## src/rtl/reg_wb_arbiter.sv

```systemverilog
// Writeback arbiter sharing one register-file write port between the ALU and load paths.
// Each source has a one-entry holding buffer; occupied buffers are granted round-robin.
module reg_wb_arbiter #(
    parameter int DATA_WIDTH = 64,
    parameter int ADDR_WIDTH = 5
) (
    input  logic                         clk,
    input  logic                         rst_n,
    input  logic                         flush,
    input  logic                         alu_valid,
    output logic                         alu_ready,
    input  logic [ADDR_WIDTH-1:0]        alu_dest,
    input  logic [DATA_WIDTH-1:0]        alu_data,
    input  logic                         mem_valid,
    output logic                         mem_ready,
    input  logic [ADDR_WIDTH-1:0]        mem_dest,
    input  logic [DATA_WIDTH-1:0]        mem_data,
    output logic                         reg_write,
    output logic [ADDR_WIDTH-1:0]        reg_write_dest,
    output logic [DATA_WIDTH-1:0]        reg_write_data,
    output logic [(2**ADDR_WIDTH)-1:0]   pending_mask
);

    logic                  r_occ0;
    logic [ADDR_WIDTH-1:0] r_dest0;
    logic [DATA_WIDTH-1:0] r_data0;
    logic                  r_occ1;
    logic [ADDR_WIDTH-1:0] r_dest1;
    logic [DATA_WIDTH-1:0] r_data1;
    logic                  r_rr;
    logic                  r_reg_write;
    logic [ADDR_WIDTH-1:0] r_reg_write_dest;
    logic [DATA_WIDTH-1:0] r_reg_write_data;

    logic w_grant0;
    logic w_grant1;
    logic w_accept0;
    logic w_accept1;

    // With both buffers full the winner is the index that did not win last time.
    assign w_grant0 = rst_n && !flush && r_occ0 && (!r_occ1 || r_rr);
    assign w_grant1 = rst_n && !flush && r_occ1 && (!r_occ0 || !r_rr);

    assign alu_ready = rst_n && !flush && (!r_occ0 || w_grant0);
    assign mem_ready = rst_n && !flush && (!r_occ1 || w_grant1);

    assign w_accept0 = alu_valid && alu_ready;
    assign w_accept1 = mem_valid && mem_ready;

    always_ff @(posedge clk) begin
        if (!rst_n) begin
            r_occ0  <= 1'b0;
            r_dest0 <= '0;
            r_data0 <= '0;
        end else if (flush) begin
            r_occ0 <= 1'b0;
        end else if (w_accept0) begin
            r_occ0  <= 1'b1;
            r_dest0 <= alu_dest;
            r_data0 <= alu_data;
        end else if (w_grant0) begin
            r_occ0 <= 1'b0;
        end
    end

    always_ff @(posedge clk) begin
        if (!rst_n) begin
            r_occ1  <= 1'b0;
            r_dest1 <= '0;
            r_data1 <= '0;
        end else if (flush) begin
            r_occ1 <= 1'b0;
        end else if (w_accept1) begin
            r_occ1  <= 1'b1;
            r_dest1 <= mem_dest;
            r_data1 <= mem_data;
        end else if (w_grant1) begin
            r_occ1 <= 1'b0;
        end
    end

    // Pointer starts at 1 so the ALU wins the first tie after reset.
    always_ff @(posedge clk) begin
        if (!rst_n) begin
            r_rr <= 1'b1;
        end else if (w_grant0) begin
            r_rr <= 1'b0;
        end else if (w_grant1) begin
            r_rr <= 1'b1;
        end
    end

    // Writes to x0 still drain their buffer but never raise the write enable.
    always_ff @(posedge clk) begin
        if (!rst_n) begin
            r_reg_write      <= 1'b0;
            r_reg_write_dest <= '0;
            r_reg_write_data <= '0;
        end else if (w_grant0) begin
            r_reg_write      <= (r_dest0 != '0);
            r_reg_write_dest <= r_dest0;
            r_reg_write_data <= r_data0;
        end else if (w_grant1) begin
            r_reg_write      <= (r_dest1 != '0);
            r_reg_write_dest <= r_dest1;
            r_reg_write_data <= r_data1;
        end else begin
            r_reg_write <= 1'b0;
        end
    end

    assign reg_write      = r_reg_write;
    assign reg_write_dest = r_reg_write_dest;
    assign reg_write_data = r_reg_write_data;

    always_comb begin
        pending_mask = '0;
        if (r_occ0)      pending_mask[r_dest0]          = 1'b1;
        if (r_occ1)      pending_mask[r_dest1]          = 1'b1;
        if (r_reg_write) pending_mask[r_reg_write_dest] = 1'b1;
        pending_mask[0] = 1'b0;
    end

endmodule

```

## config.mk

```make
export PLATFORM = sky130hd
export DESIGN_NAME = reg_wb_arbiter
export DESIGN_NICKNAME = d
export VERILOG_FILES = /design/src/rtl/reg_wb_arbiter.sv
export SDC_FILE = /design/constraint.sdc
export NUM_CORES = 1
export LEC_CHECK = 0
export ABC_AREA = 1
export CAP_MARGIN = 20
export CORE_UTILIZATION = 46
export CTS_BUF_LIST = sky130_fd_sc_hd__clkbuf_8
export CTS_CLUSTER_SIZE = 28
export DETAILED_ROUTE_END_ITERATION = 7
export MAX_ROUTING_LAYER = met4
export PLACE_DENSITY = 0.74
export SYNTH_ARGS = -nofsm -noshare
export SYNTH_HDL_FRONTEND = slang
export SYNTH_SLANG_ARGS = --single-unit
```

## constraint.sdc

```tcl
create_clock -name clk -period 1.9 [get_ports clk]
set_clock_uncertainty 0.05 [all_clocks]
set_input_delay 0.38 -clock clk [delete_from_list [all_inputs] [get_ports clk]]
set_output_delay 0.38 -clock clk [all_outputs]
set_load 0.01 [all_outputs]
```

; ---- Word-level counts from Yosys, hierarchy flattened
; Cells that the tools add are included.
[totals]
regBits = 211
input_bits = 143
out_inout_bits = 104
word_cells = 69
[op_classes]
magnitude_cmp = 6
n_mux = 21
bitwise_logic = 4
n_reduce_logical = 28
[op_table]
columns = operator, count
row1 = two-way mux 64 bit, 2
row2 = two-way mux 32 bit, 3
row3 = bitwise OR 32 bit, 2
row4 = less-than comparator 5 x 6 -> 1 bit (second input constant), 3
row5 = demux 1 bit (select 5 bit), 3
row6 = greater-or-equal comparator 5 x 1 -> 1 bit (second input constant), 3
row7 = logical AND 1 bit, 12
row8 = two-way mux 1 bit, 11
row9 = two-way mux 5 bit, 2
row10 = nonzero test 5 bit, 2
row11 = nonzero test 2 bit, 3
row12 = zero test 1 bit, 4
row13 = logical OR 1 bit, 4
row14 = AND reduction 2 bit, 2
row15 = NOT 1 bit, 2
row16 = OR reduction 2 bit, 1

; ---- Depth between registers and ports, before layout
[logic_depth]
word_depth = 9
ltp_mapped = 11

; ---- Worst setup path after synthesis
; OpenSTA, ideal clock, no wires.
[synth_timing]
kind = flip-flop to output port
from = register r_occ0
to = output pending_mask[11]
arrival_ns = 1.293
t_required_ns = 1.470
path_slack_ns = 0.177
stages_incl_launch_ff = 6
path_cell_list = dfxtp_1 buf_2 inv_1 nor3_1 nand2_1 nand3_1
[synth_between]
elab_chain_cells = 5
[synth_rtl]
columns = item, line
row1 = "start, declared", 24  ; logic r_occ0;
row2 = "start signal, assigned", 52  ; r_occ0 <= 1'b0;
row3 = "start signal, assigned", 56  ; r_occ0 <= 1'b0;
row4 = "start signal, assigned", 58  ; r_occ0 <= 1'b1;
row5 = two-way mux 32 bit (*), 118  ; if (r_occ0) pending_mask[r_dest0] = 1'b1;
row6 = bitwise OR 32 bit (no line), --
row7 = two-way mux 32 bit (*), 119  ; if (r_occ1) pending_mask[r_dest1] = 1'b1;
row8 = bitwise OR 32 bit (no line), --
row9 = two-way mux 32 bit (*), 120  ; if (r_reg_write) pending_mask[r_reg_write_dest] = 1'b1;
row10 = "end, declared", 21  ; output logic [(2**ADDR_WIDTH)-1:0] pending_mask
; Every way passes the cells marked *; elsewhere a longest branch is shown, timed or not.

; ---- Worst setup path in the final report
[layout_timing]
from = register r_occ0
to = output pending_mask[1]
; Same word-level chain as after synthesis.

==> out/results.txt <==
post-detail-place hpwl - 18700 um
setup ws final - -0.196 ns
area share of the largest cell type after synthesis - 44.6%
vias in the first global route - 9695
Die Wd - 146 um
Max FO, Critical Path - 5
CTS root buffer - clkbuf_8
fin crit share - 110%
post-synthesis cell area - 9480 um^2
initial antenna violation count - 4
Synth-to-Final Area Change - 49.7%
FFs w/ async S/R, synth - 0%
placement row count - 52
Pins Over Slew Limit - 0
commonest cells in the netlist - nor2_1 (479), nand2_1 (426), dfxtp_1 (211)
cts bufs inserted - 37
Final Power - 9770 uW
DR vias/cell - 4.74
LEAKAGE - 0.00697 uW
post-synth cell types - 24
gr ovfl total - 0
clk buf depth - 3
GP Congestion - 0.921
DR vias - 10200
design area - 14200 um^2
Worst setup SP type - flop
DIE AREA - 21200 um^2
Hold Crit Class - in -> reg
Detail Route Antenna Nets - 0
setup TNS - -3.92 ns
# hold bufs at CTS - 0
DRC - 0
Max-cap violations - 0
synthesized instance count - 1522
WP depth - 7
pin count of the biggest net entering global routing - 80
PwrDens - 688 nW/um^2
WL/cell - 13.5 um
global-route wire length before repair - 47700 um
status - finished, violations left
Tmin final - 2.10 ns
Worst EP arrival - 1.67 ns
Pre-antenna DRT Iters - 5
total wire length - 29000 um
#FFs+latches synth - 211
worst relative slew slack - 42.8%
count leader, synth - nor2_1
1st-iter DRT viols - 525
Crit path largest cell delay - 0.36 ns
Highest Clock Rate - 477 MHz
CP Class - reg -> out
Yosys warnings - 0
Chip Height - 146 um
Required @ worst endpoint - 1.47 ns
Crit path max-delay family - buffers and inverters
FF-to-FF path depth - 11
boundary pin count - 247
H-Tree Depth - 2
# setup viols final - 32
pin slew with the least headroom to its limit - 0.858 ns
CP cell instances - inv_4, nor3_2, buf_4, buf_6, nand2_2, o211ai_1, buf_2
EDFF count, synth - 0
CTS clk-pin slew, worst paths - 0.06 ns
worst reg-to-reg setup slack - 0.09 ns
CP Buf/Inv Count - 4
ranking of synthesized cells by area - dfxtp_1 (45%), nor2_1 (19%), nand2_1 (17%)
Nets - 1990
syn_area_per_cell - 6.23 um^2
# port buffers - 245
clk sink count - 211
final hold vios - 0
Initial Util - 46.8%
Clock Latency Late Sink - 0.52 ns
post-synth top area cell - dfxtp_1
top_reg_cell synth - dfxtp_1
placeable core area - 20200 um^2
gr usage total - 28.4%
CTS tree - yes
fill count - 1745
Syn Nets - 1665
hold-critical path depth - 3
ratio of cells with drive above 1 in the final layout - 17.7%
RSZ-0062 raised after global routing - yes
sequential share of the synthesized area - 44.6%
endpoint class of the critical path - output port
slowest CP cell - dfxtp_2
peak supply drop - 0.565 mV
failing checks - setup timing
Area after DPL - 12700 um^2
-- metal layers --
layer	vias to the layer above	share of wire, %	track usage [%]	wire length, um
met4	0	3.1	12.2	910
met3	59	6.9	5.27	2010
met5	-	0	-	0
met1	4540	43	34.9	12500
met2	353	47	45.7	13600
li1	5198	-	-	-
-- power by group --
group	switching (uW)	leakage [uW]	total, uW	internal [uW]
Clock	1800	0.000400	4010	2220
Sequential	96.0	0.00173	4680	4590
Combinational	528	0.00484	1070	538
-- worst paths after layout --
path | startpoint | endpoint
setup reg to reg | r_occ1$_SDFFE_PP0P_ | reg_write_data[35]$_SDFFE_PN0P_
hold / removal | mem_data[11] | r_data1[11]$_SDFFE_PN0P_
hold reg to reg | r_data0[24]$_SDFFE_PN0P_ | r_data0[24]$_SDFFE_PN0P_
setup / recovery | r_occ0$_SDFFE_PP0P_ | pending_mask[1]
-- through the flow --
stage | hold slack [ns] | setup WS, ns | instances | utilization [%]
2_1_floorplan | 0.405 | 0.177 | 1522 | -
3_3_place_gp | 0.413 | -0.219 | 2047 | 62.8
3_5_place_dp | 0.420 | -0.211 | 2047 | 62.8
4_1_cts | 0.366 | -0.175 | 2135 | 68.6
5_1_grt | 0.389 | -0.263 | 2143 | 70.1
6_report | 0.392 | -0.196 | 2143 | 70.1
-- timing repair --
action	4_1_cts	5_1_grt
cloned	0	0
buffers inserted	27	4
pin swaps	30	12
endpoints found under the setup margin	43	45
gates resized for setup	280	67
-- flip-flops by register name, summed over array words and instances, names as in the netlist --
signal / flops
r_dest0: 5
r_occ1: 1
r_dest1: 5
reg_write_data: 64
r_rr: 1
reg_write_dest: 5
r_data0: 64
r_occ0: 1
r_data1: 64
reg_write: 1
-- cell type report --
class	instances	area, um^2	share of cell area [%]
inverter	168	661	4.66
multi-input combinational	1069	4640	32.7
antenna	4	10.0	0.0706
clock buffer	47	647	4.56
clock inverter	14	70.1	0.494
timing repair buffer	360	3550	25.0
tap	270	338	2.38
sequential	211	4270	30.1
-- logic make-up (layout without fill, tap and decap cells) --
logic type             count (synthesis)  count (layout)  synth area share [%]
AOI/OAI and AO/OA                     84              84                  4.53
and+or+nand+nor                      984             984                  40.3
buffers and inverters                242             589                  10.5
DFF                                  211             211                  44.6
other                                  1               5                0.0396
-- placed cells by master, fill, tap and decap left out, drive strengths merged --
| cell | n |
|---|---|
| conb | 1 |
| clkbuf | 47 |
| a21oi | 4 |
| nor2 | 482 |
| o211ai | 2 |
| clkdlybuf4s50 | 188 |
| clkinvlp | 2 |
| clkinv | 2 |
| nor3 | 28 |
| inv | 178 |
| nand2 | 427 |
| o21ai | 77 |
| nand3 | 41 |
| buf | 150 |
| dlygate4sd2 | 10 |
| o221ai | 1 |
| diode | 4 |
| dfxtp | 211 |
| nand4 | 6 |
| dlymetal6s2s | 12 |
-- worst min-delay path, cell delays in order --
cell,delay (ns)
clkdlybuf4s50_1,0.39
nor2_1,0.10
nor2_1,0.05
No activity file was read; power rests on OpenSTA's default activity.
